### config.mk
export PLATFORM = sky130hd
export DESIGN_NAME = datapath_fetch_router
export DESIGN_NICKNAME = d
export VERILOG_FILES = /design/src/rtl/datapath_fetch_router.sv
export SDC_FILE = /design/constraint.sdc
export NUM_CORES = 1
export LEC_CHECK = 0
export BUFFER_PORTS_ARGS = -buffer_cell sky130_fd_sc_hd__buf_2
export CORE_UTILIZATION = 40
export CTS_BUF_LIST = sky130_fd_sc_hd__clkbuf_4 sky130_fd_sc_hd__clkbuf_8
export DETAILED_ROUTE_END_ITERATION = 8
export PLACE_DENSITY = 0.71
export SLEW_MARGIN = 5
export SYNTH_ARGS = -nofsm -noshare
export SYNTH_HDL_FRONTEND = slang
export SYNTH_SLANG_ARGS = --single-unit
### constraint.sdc
create_clock -name clk -period 1.59 [get_ports clk]
set_input_delay 0.0795 -clock clk [delete_from_list [all_inputs] [get_ports clk]]
set_output_delay 0.0795 -clock clk [all_outputs]
set_load 0.05 [all_outputs]
### src/rtl/datapath_fetch_router.sv
// datapath_fetch_router
// Registered, handshaked router between the fetch/decode front end and the
// two on-chip synchronous RAMs (P-RAM and V-RAM). Accepts one mode-tagged
// read request at a time and issues it to the RAM the mode selects. It then
// waits RAM_LATENCY cycles and captures the returned word into the
// instruction, peek or load holding register. The word stays there, flagged
// valid, until the consumer acknowledges it with resp_ready.
//
// Ports:
//   clk, rst_n                          clock, async active-low reset
//   req_valid/req_ready/req_mode/req_addr  request handshake (IDLE only)
//   p_ram_en/p_ram_addr, p_ram_data     P-RAM read port
//   v_ram_en/v_ram_addr, v_ram_data     V-RAM read port
//   instruction/peek/load (+ _valid)    holding registers and valid flags
//   resp_ready                          consumer acknowledge (HOLD only)
//   mode_err                            one-cycle pulse for an illegal mode
module datapath_fetch_router #(
    parameter int WORD_SIZE        = 16,
    parameter int ADDR_SIZE        = 8,
    parameter int MODE_SELECT_SIZE = 3,
    parameter int RAM_LATENCY      = 1
) (
    input  logic                        clk,
    input  logic                        rst_n,
    input  logic                        req_valid,
    output logic                        req_ready,
    input  logic [MODE_SELECT_SIZE-1:0] req_mode,
    input  logic [ADDR_SIZE-1:0]        req_addr,
    output logic                        p_ram_en,
    output logic [ADDR_SIZE-1:0]        p_ram_addr,
    output logic                        v_ram_en,
    output logic [ADDR_SIZE-1:0]        v_ram_addr,
    input  logic [WORD_SIZE-1:0]        p_ram_data,
    input  logic [WORD_SIZE-1:0]        v_ram_data,
    output logic [WORD_SIZE-1:0]        instruction,
    output logic                        instruction_valid,
    output logic [WORD_SIZE-1:0]        peek,
    output logic                        peek_valid,
    output logic [WORD_SIZE-1:0]        load,
    output logic                        load_valid,
    input  logic                        resp_ready,
    output logic                        mode_err
);

    localparam int CNT_W = $clog2(RAM_LATENCY + 1);
    // Counter value in the final WAIT cycle; data is captured on the edge ending it.
    localparam logic [CNT_W-1:0] CNT_LAST = CNT_W'(RAM_LATENCY - 1);

    localparam logic [MODE_SELECT_SIZE-1:0] MODE_P_INSTR = MODE_SELECT_SIZE'(0);
    localparam logic [MODE_SELECT_SIZE-1:0] MODE_P_PEEK  = MODE_SELECT_SIZE'(1);
    localparam logic [MODE_SELECT_SIZE-1:0] MODE_P_LOAD  = MODE_SELECT_SIZE'(2);
    localparam logic [MODE_SELECT_SIZE-1:0] MODE_V_LOAD  = MODE_SELECT_SIZE'(3);

    typedef enum logic [1:0] {
        ST_IDLE  = 2'd0,
        ST_ISSUE = 2'd1,
        ST_WAIT  = 2'd2,
        ST_HOLD  = 2'd3
    } state_t;

    typedef enum logic [1:0] {
        DST_INSTR = 2'd0,
        DST_PEEK  = 2'd1,
        DST_LOAD  = 2'd2
    } dest_t;

    state_t                 state_q, state_d;
    dest_t                  dest_q, dest_d;
    logic                   sel_v_q, sel_v_d;
    logic [CNT_W-1:0]       cnt_q, cnt_d;
    logic                   req_ready_q, req_ready_d;
    logic                   p_en_q, p_en_d;
    logic                   v_en_q, v_en_d;
    logic [ADDR_SIZE-1:0]   p_addr_q, p_addr_d;
    logic [ADDR_SIZE-1:0]   v_addr_q, v_addr_d;
    logic [WORD_SIZE-1:0]   instr_q, instr_d;
    logic [WORD_SIZE-1:0]   peek_q, peek_d;
    logic [WORD_SIZE-1:0]   load_q, load_d;
    logic                   instr_vld_q, instr_vld_d;
    logic                   peek_vld_q, peek_vld_d;
    logic                   load_vld_q, load_vld_d;
    logic                   mode_err_q, mode_err_d;
    logic [WORD_SIZE-1:0]   rdata_s;

    // Next-state, request decode, RAM issue and capture logic.
    always_comb begin
        state_d     = state_q;
        dest_d      = dest_q;
        sel_v_d     = sel_v_q;
        cnt_d       = cnt_q;
        p_en_d      = 1'b0;
        v_en_d      = 1'b0;
        p_addr_d    = p_addr_q;
        v_addr_d    = v_addr_q;
        instr_d     = instr_q;
        peek_d      = peek_q;
        load_d      = load_q;
        instr_vld_d = instr_vld_q;
        peek_vld_d  = peek_vld_q;
        load_vld_d  = load_vld_q;
        mode_err_d  = 1'b0;
        rdata_s     = sel_v_q ? v_ram_data : p_ram_data;

        case (state_q)
            ST_IDLE: begin
                if (req_valid) begin
                    state_d = ST_ISSUE;
                    sel_v_d = 1'b0;
                    case (req_mode)
                        MODE_P_INSTR: dest_d = DST_INSTR;
                        MODE_P_PEEK:  dest_d = DST_PEEK;
                        MODE_P_LOAD:  dest_d = DST_LOAD;
                        MODE_V_LOAD: begin
                            dest_d  = DST_LOAD;
                            sel_v_d = 1'b1;
                        end
                        default: begin
                            // Illegal modes fall back to an instruction fetch.
                            dest_d     = DST_INSTR;
                            mode_err_d = 1'b1;
                        end
                    endcase
                    // Enable and address are registered here so they appear
                    // during the ISSUE cycle; the unselected RAM keeps its address.
                    if (sel_v_d) begin
                        v_en_d   = 1'b1;
                        v_addr_d = req_addr;
                    end else begin
                        p_en_d   = 1'b1;
                        p_addr_d = req_addr;
                    end
                end else begin
                    state_d = ST_IDLE;
                end
            end
            ST_ISSUE: begin
                state_d = ST_WAIT;
                cnt_d   = CNT_W'(0);
            end
            ST_WAIT: begin
                if (cnt_q == CNT_LAST) begin
                    state_d = ST_HOLD;
                    case (dest_q)
                        DST_INSTR: begin
                            instr_d     = rdata_s;
                            instr_vld_d = 1'b1;
                        end
                        DST_PEEK: begin
                            peek_d     = rdata_s;
                            peek_vld_d = 1'b1;
                        end
                        DST_LOAD: begin
                            load_d     = rdata_s;
                            load_vld_d = 1'b1;
                        end
                        default: begin
                            state_d = ST_IDLE;
                        end
                    endcase
                end else begin
                    cnt_d = cnt_q + CNT_W'(1);
                end
            end
            ST_HOLD: begin
                if (resp_ready) begin
                    state_d     = ST_IDLE;
                    instr_vld_d = 1'b0;
                    peek_vld_d  = 1'b0;
                    load_vld_d  = 1'b0;
                end else begin
                    state_d = ST_HOLD;
                end
            end
            default: begin
                state_d = ST_IDLE;
            end
        endcase

        req_ready_d = (state_d == ST_IDLE);
    end

    // State and output registers; reset aborts any request in flight.
    always_ff @(posedge clk or negedge rst_n) begin
        if (!rst_n) begin
            state_q     <= ST_IDLE;
            dest_q      <= DST_INSTR;
            sel_v_q     <= 1'b0;
            cnt_q       <= CNT_W'(0);
            req_ready_q <= 1'b1;
            p_en_q      <= 1'b0;
            v_en_q      <= 1'b0;
            p_addr_q    <= ADDR_SIZE'(0);
            v_addr_q    <= ADDR_SIZE'(0);
            instr_q     <= WORD_SIZE'(0);
            peek_q      <= WORD_SIZE'(0);
            load_q      <= WORD_SIZE'(0);
            instr_vld_q <= 1'b0;
            peek_vld_q  <= 1'b0;
            load_vld_q  <= 1'b0;
            mode_err_q  <= 1'b0;
        end else begin
            state_q     <= state_d;
            dest_q      <= dest_d;
            sel_v_q     <= sel_v_d;
            cnt_q       <= cnt_d;
            req_ready_q <= req_ready_d;
            p_en_q      <= p_en_d;
            v_en_q      <= v_en_d;
            p_addr_q    <= p_addr_d;
            v_addr_q    <= v_addr_d;
            instr_q     <= instr_d;
            peek_q      <= peek_d;
            load_q      <= load_d;
            instr_vld_q <= instr_vld_d;
            peek_vld_q  <= peek_vld_d;
            load_vld_q  <= load_vld_d;
            mode_err_q  <= mode_err_d;
        end
    end

    assign req_ready         = req_ready_q;
    assign p_ram_en          = p_en_q;
    assign p_ram_addr        = p_addr_q;
    assign v_ram_en          = v_en_q;
    assign v_ram_addr        = v_addr_q;
    assign instruction       = instr_q;
    assign instruction_valid = instr_vld_q;
    assign peek              = peek_q;
    assign peek_valid        = peek_vld_q;
    assign load              = load_q;
    assign load_valid        = load_vld_q;
    assign mode_err          = mode_err_q;

endmodule

==> results of run 1 <==
[worst max-delay path: stages, from the launching register on]
cell and delay (ns):
dfrtp_1 0.39, or3b_4 0.45, nor2_8 0.24, mux2_4 0.32
[placed cells by master (no fill, tap or decap), types with 2 or more instances in the layout]
cell type      instances
nor2_1                49
mux2_1                 8
dfrtp_1               75
buf_12                 5
buf_2                116
nand3_1                2
clkbuf_8              10
dlygate4sd3_1         11
nand2_1                7
mux2_4                 8
mux2i_1               16
nor4bb_4               2
and2_1                 2
a21o_1                 4
clkinvlp_4             2
buf_4                  9
bufinv_16              2
a21oi_1               49
[routing by layer]
| layer | part of all wire [%] | vias to the layer above | wire, um |
|---|---|---|---|
| met3 | 4.0 | 10 | 270 |
| met4 | 1.7 | 0 | 118 |
| met1 | 43 | 1115 | 2910 |
| met5 | 0 | - | 0 |
| li1 | - | 1110 | - |
| met2 | 52 | 58 | 3520 |
[repair_timing]
action | 4_1_cts | 5_1_grt
hold buffers | 11 | 0
gates resized for setup | 0 | 0
endpoints found under the hold margin | 51 | 0
[worst max-delay path by stage]
stage | start | to | slack, ns | cells after the start
floorplan | state_q[0]$_DFF_PN0_ | v_ram_addr[0]$_DFFE_PN0P_ | 0.04 | 4
finish | state_q[1]$_DFF_PN0_ | v_ram_addr[0]$_DFFE_PN0P_ | 0.08 | 3
detailed placement | state_q[1]$_DFF_PN0_ | v_ram_addr[0]$_DFFE_PN0P_ | 0.08 | 3
global placement | state_q[1]$_DFF_PN0_ | v_ram_addr[6]$_DFFE_PN0P_ | 0.11 | 3
global route | state_q[1]$_DFF_PN0_ | v_ram_addr[7]$_DFFE_PN0P_ | 0.03 | 3
CTS | state_q[1]$_DFF_PN0_ | v_ram_addr[0]$_DFFE_PN0P_ | 0.08 | 3
[stage by stage]
stage	hold slack [ns]	instances	cell area, um2	setup slack [ns]
after floorplan	-0.216	247	3000	0.0408
after global placement	0.0552	462	3820	0.113
after detailed placement	0.0617	462	3820	0.0825
after CTS	0.00899	489	4160	0.0753
after global routing	0.0298	489	4160	0.0303
final	0.0206	489	4160	0.0781
[sequential cells by signal, indices dropped and copies added, names as in the netlist]
signal,count
peek_valid,1
p_ram_en,1
instruction_valid,1
v_ram_addr,8
state_q,2
peek,16
load_valid,1
mode_err,1
instruction,16
load,16
dest_q,2
sel_v_q,1
req_ready,1
p_ram_addr,8
v_ram_en,1
[logic make-up (layout without fill, tap and decap cells)]
logic type	after synthesis	in the layout	share of synthesized area, %
DFF	76	76	63.5
AOI/OAI and AO/OA	55	55	9.69
and+or+nand+nor	69	69	11.7
buffers and inverters	15	158	2.67
muxes	32	32	12.4
[area by class of cell]
class	count	share of cell area [%]
Timing Repair Buffer	141	20.6
Tap cell	99	2.98
Multi-Input combinational cell	156	25.1
Clock buffer	11	3.49
Clock inverter	5	2.02
Sequential cell	76	45.7
Inverter	1	0.0902
==> reports/metrics.yaml, run 1 <==
drt:
  wire_per_inst_um: 13.9
  vias: 2293
  drtPass1Iterations: 4
  drt_wl_total_mm: 6.82
  first_iter_violations: 84
  ant_nets: 0
  drt_drc_violations_left: 0
  routed_via_density: 4.69
die:
  dieArea_um2: 7840
  rows: 31
  io_pins: 118
  die_w_um: 88.5
  die_h_um: 88.5
  start_util_pct: 41.3
  design.core.area_um2: 7250
yosys:
  ys_ff_latch: 76
  async_flop_share_pct: 100
  ys_seq_area_share_pct: 63.5
  yosys-top-cells-count: "dfrtp_1 (75), a21oi_1 (49), nor2_1 (49)"
  syn_area_per_cell_um2: 12.1
  synth.distinct_cells: 24
  ys_warn_count: 0
  synth_most_common_cell: "dfrtp_1"
  yosys.area.top_type_share_pct: 62.7
  syn_inst: 247
  syn_nets: 294
  yosysTopAreaCell: "dfrtp_1"
  synth.area.top_cells: "dfrtp_1 (63%), a21oi_1 (8.2%), nor2_1 (6.1%), mux2i_1 (5.3%), mux2_4 (4.0%)"
  synth_edf_count: 0
  synth_area_um2: 3000
  synth_ff_type: "dfrtp_1"
clock_tree:
  cts_tree: "built"
  numCtsBuffers: 9
  postCtsSetupBuffers: 0
  clk_pin_slew_ns: 0.08
  h-tree-depth: 3
  clock_latency_ns: 0.34
  clockBufferDepth: 2
  clockRootBuffer: "clkbuf_8"
  cts.sinks: 76
finish:
  diodes: 0
  seqCellArea_um2: 1900
  drive_above_1_share_pct: 41.8
  final_util_pct: 57.4
  multi_input_area_um2: 1040
  area_growth_pct: 38.9
  nets: 432
  nFillCells: 655
critical_path:
  start_kind: "flip-flop"
  required_ns: 1.82
  reg2reg_from: "state_q[1]$_DFF_PN0_"
  r2r_end: "v_ram_addr[0]$_DFFE_PN0P_"
  cp_data_arrival_time_ns: 1.74
  worstRegToRegCells: 3
  worstSetupPathType: "flip-flop to flip-flop"
  r2r_slack_ns: 0.08
  crit_path_max_fanout: 9
  cp-end-kind: "flip-flop"
sta:
  period_needed_ns: 1.51
  fin_tns_setup_ns: 0
  fin_worst_skew_ns: 0.00810
  slew_violations: 0
  tightestPinTransition_ns: 0.458
  min_period_over_period_pct: 95.1
  slew_headroom_pct: 69.5
  hold_viol: 0
  max_freq_ghz: 0.661
  rsz0062_at_grt: "no"
  setup_viol: 0
global_route:
  top_usage_layer: "met2"
  grt_use_met1_pct: 22.1
  grt_pass1_vias: 2215
  grt_use_total_pct: 18.0
  grt_max_degree: 36
  grt_antenna_before_repair: 0
  overflow: 0
  met2_usage_pct: 30.9
  use_met3_pct: 4.48
  grt_pass1_wl_mm: 10.5
min_path:
  whs_endpoint: "dest_q[1]$_DFFE_PN0P_"
  hold_start: "req_mode[1]"
  hold_path.class: "input port to flip-flop"
  whs_path_depth: 3
placed_design:
  gp_congestion: 0.710
  placement.io_buffers: 117
  hpwl_mm: 4.96
run_status:
  status: "finished clean"
job:
  cap_violations: 0
Power of run 1 is not shown: default switching activity piles up to over one toggle a cycle in this logic, so the estimate is an artifact.
==> run 2, diff against run 1 <==
--- a/config.mk
+++ b/config.mk
@@ -5,10 +5,12 @@
 export SDC_FILE = /design/constraint.sdc
 export NUM_CORES = 1
 export LEC_CHECK = 0
+export ABC_AREA = 1
 export BUFFER_PORTS_ARGS = -buffer_cell sky130_fd_sc_hd__buf_2
 export CORE_UTILIZATION = 40
 export CTS_BUF_LIST = sky130_fd_sc_hd__clkbuf_4 sky130_fd_sc_hd__clkbuf_8
 export DETAILED_ROUTE_END_ITERATION = 8
+export GPL_ROUTABILITY_DRIVEN = 1
 export PLACE_DENSITY = 0.71
 export SLEW_MARGIN = 5
 export SYNTH_ARGS = -nofsm -noshare
==> reports/metrics.yaml, run 2 <==
run_status:
  status: "finished clean"
yosys:
  syn_area_per_cell_um2: 8.46
  ys_ff_latch: 76
  syn_inst: 378
  yosysTopAreaCell: "dfrtp_1"
  synth_ff_type: "dfrtp_1"
  syn_nets: 425
  synth_most_common_cell: "nand2_1"
  yosys-top-cells-count: "nand2_1 (242), dfrtp_1 (75), nand3_1 (11)"
  synth.area.top_cells: "dfrtp_1 (59%), nand2_1 (28%), nor2_8 (1.9%), nand2_2 (1.8%), nand3_1 (1.7%)"
  synth_area_um2: 3200
  synth.distinct_cells: 18
  ys_seq_area_share_pct: 59.5
  synth_edf_count: 0
  async_flop_share_pct: 100
  yosys.area.top_type_share_pct: 58.7
  ys_warn_count: 0
clock_tree:
  clockRootBuffer: "clkbuf_8"
  h-tree-depth: 3
  clk_pin_slew_ns: 0.08
  postCtsSetupBuffers: 0
  cts.sinks: 76
  cts_resized: 0
  numCtsBuffers: 9
  clockBufferDepth: 2
  cts_tree: "built"
  clock_latency_ns: 0.35
global_route:
  grt_pass1_vias: 2784
  overflow: 0
  grt_pass1_wl_mm: 13.1
  grt_use_total_pct: 20.3
  grt_max_degree: 40
  grt_antenna_before_repair: 0
drt:
  vias: 2826
  drt_wl_total_mm: 7.98
  drtPass1Iterations: 4
  first_iter_violations: 98
  wire_per_inst_um: 12.8
  ant_nets: 0
  routed_via_density: 4.55
  drt_drc_violations_left: 0
sta:
  rsz0062_at_grt: "yes"
  fin_tns_setup_ns: 0
  setup_viol: 0
  max_freq_ghz: 0.686
  slew_violations: 0
  tightestPinTransition_ns: 0.349
  min_period_over_period_pct: 91.6
  slew_headroom_pct: 76.7
  fin_worst_skew_ns: 0.0119
  period_needed_ns: 1.46
  hold_viol: 0
critical_path:
  slowest_stage: "dfrtp_1"
  r2r_slack_ns: 0.13
  cp_data_arrival_time_ns: 1.69
  crit_chain: "inv_1, nand2_1, nor2_1, nand2_1, nand2_1, nand2_1"
  cp_num_buf_inv: 1
  r2r_end: "p_ram_addr[7]$_DFFE_PN0P_"
  max_stage_delay_ns: 0.44
  path_common_cell: "nand2_1"
  required_ns: 1.82
  start_kind: "flip-flop"
  worstSetupPathType: "flip-flop to flip-flop"
  crit_family: "simple AND/OR/NAND/NOR gates"
  reg2reg_from: "state_q[1]$_DFF_PN0_"
  cp-end-kind: "flip-flop"
  worst-path-stages: 6
  worstRegToRegCells: 6
  crit_path_max_fanout: 9
placed_design:
  dp.cells: 596
  hpwl_mm: 5.70
  place_area_um2: 3910
  gp_congestion: 0.812
  placement.io_buffers: 117
die:
  design.core.area_um2: 7730
  rows: 32
  start_util_pct: 41.4
  io_pins: 118
  dieArea_um2: 8360
  die_w_um: 91.4
  die_h_um: 91.4
min_path:
  hold_path.class: "input port to flip-flop"
  hold_start: "req_mode[0]"
  whs_endpoint: "dest_q[0]$_DFFE_PN0P_"
  whs_path_depth: 3
finish:
  drive_above_1_share_pct: 31.2
  diodes: 0
  mostFrequentLayoutCell: "nand2_1"
  area_growth_pct: 31.9
  fin_area_um2: 4220
  layout.cells.non_filler: 621
  layout_common_cells: "nand2_1 (242), buf_2 (116), dfrtp_1 (75)"
  nets: 561
job:
  cap_violations: 0
==> run 2: cell count changes in the layout (fill, tap and decap cells not counted), moves of 3 or more <==
cell     previous run  this run
nor2_1             49         7
nand3_1             2        11
o21ai_0             0         6
mux2i_1            16         0
mux2_1              8         0
inv_1               1         6
nand2_2             1         9
buf_12              5         1
inv_4               0         3
mux2_4              8         0
a21oi_1            49         0
a21o_1              4         0
nand2_1             7       242
==> run 2: cells by family (layout without fill, tap and decap cells) <==
family	count (synthesis)	in the layout	synth area share (%)
simple gates	275	275	35.4
buf+inv	21	162	4.11
flops	76	76	59.5
compound gates	6	6	0.939
==> run 2: layer usage <==
layer / vias up / part of all wire, % / global-route usage [%]
li1: 1410 / - / -
met1: 1316 / 44 / 25.0
met2: 84 / 49 / 34.0
met3: 16 / 5.1 / 4.52
met4: 0 / 2.1 / 8.86
met5: - / 0 / 0
==> run 2: worst max path at each step <==
stage                         start                          end
2_1_floorplan  state_q[0]$_DFF_PN0_  instruction[10]$_DFFE_PN0P_
3_3_place_gp   state_q[1]$_DFF_PN0_    p_ram_addr[2]$_DFFE_PN0P_
3_5_place_dp   state_q[1]$_DFF_PN0_    p_ram_addr[1]$_DFFE_PN0P_
4_1_cts        state_q[1]$_DFF_PN0_    p_ram_addr[7]$_DFFE_PN0P_
5_1_grt        state_q[1]$_DFF_PN0_    p_ram_addr[0]$_DFFE_PN0P_
6_report       state_q[1]$_DFF_PN0_    p_ram_addr[7]$_DFFE_PN0P_
==> run 2: area by class of cell <==
| class | instances | area [um2] |
|---|---|---|
| Multi-Input combinational cell | 281 | 1160 |
| Clock buffer | 11 | 139 |
| Clock inverter | 5 | 77.6 |
| Tap cell | 102 | 128 |
| Fill cell | 710 | 3510 |
| Sequential cell | 76 | 1900 |
| Timing Repair Buffer | 135 | 758 |
| Inverter | 11 | 48.8 |
==> run 2: timing repair <==
item	4_1_cts	5_1_grt
hold buffers	9	0
setup endpoints to repair	0	15
hold endpoints to repair	90	0
==> run 2: worst min-delay path: cells and delay by family <==
family	cells	cell delay, ns
buffers and inverters	1	0.12
AND/OR/NAND/NOR	1	0.06
AO/OA/AOI/OAI	1	0.06
==> run 2: per-stage QoR <==
step	hold slack, ns	util (%)	setup slack (ns)
3_5_place_dp	-0.0409	50.6	0.126
2_1_floorplan	-0.216	-	0.398
5_1_grt	0.0348	54.6	-0.0736
3_3_place_gp	-0.0457	50.6	0.206
6_report	0.0241	54.6	0.133
4_1_cts	0.0164	54.6	0.0983
Power of run 2 is left out for the same reason.
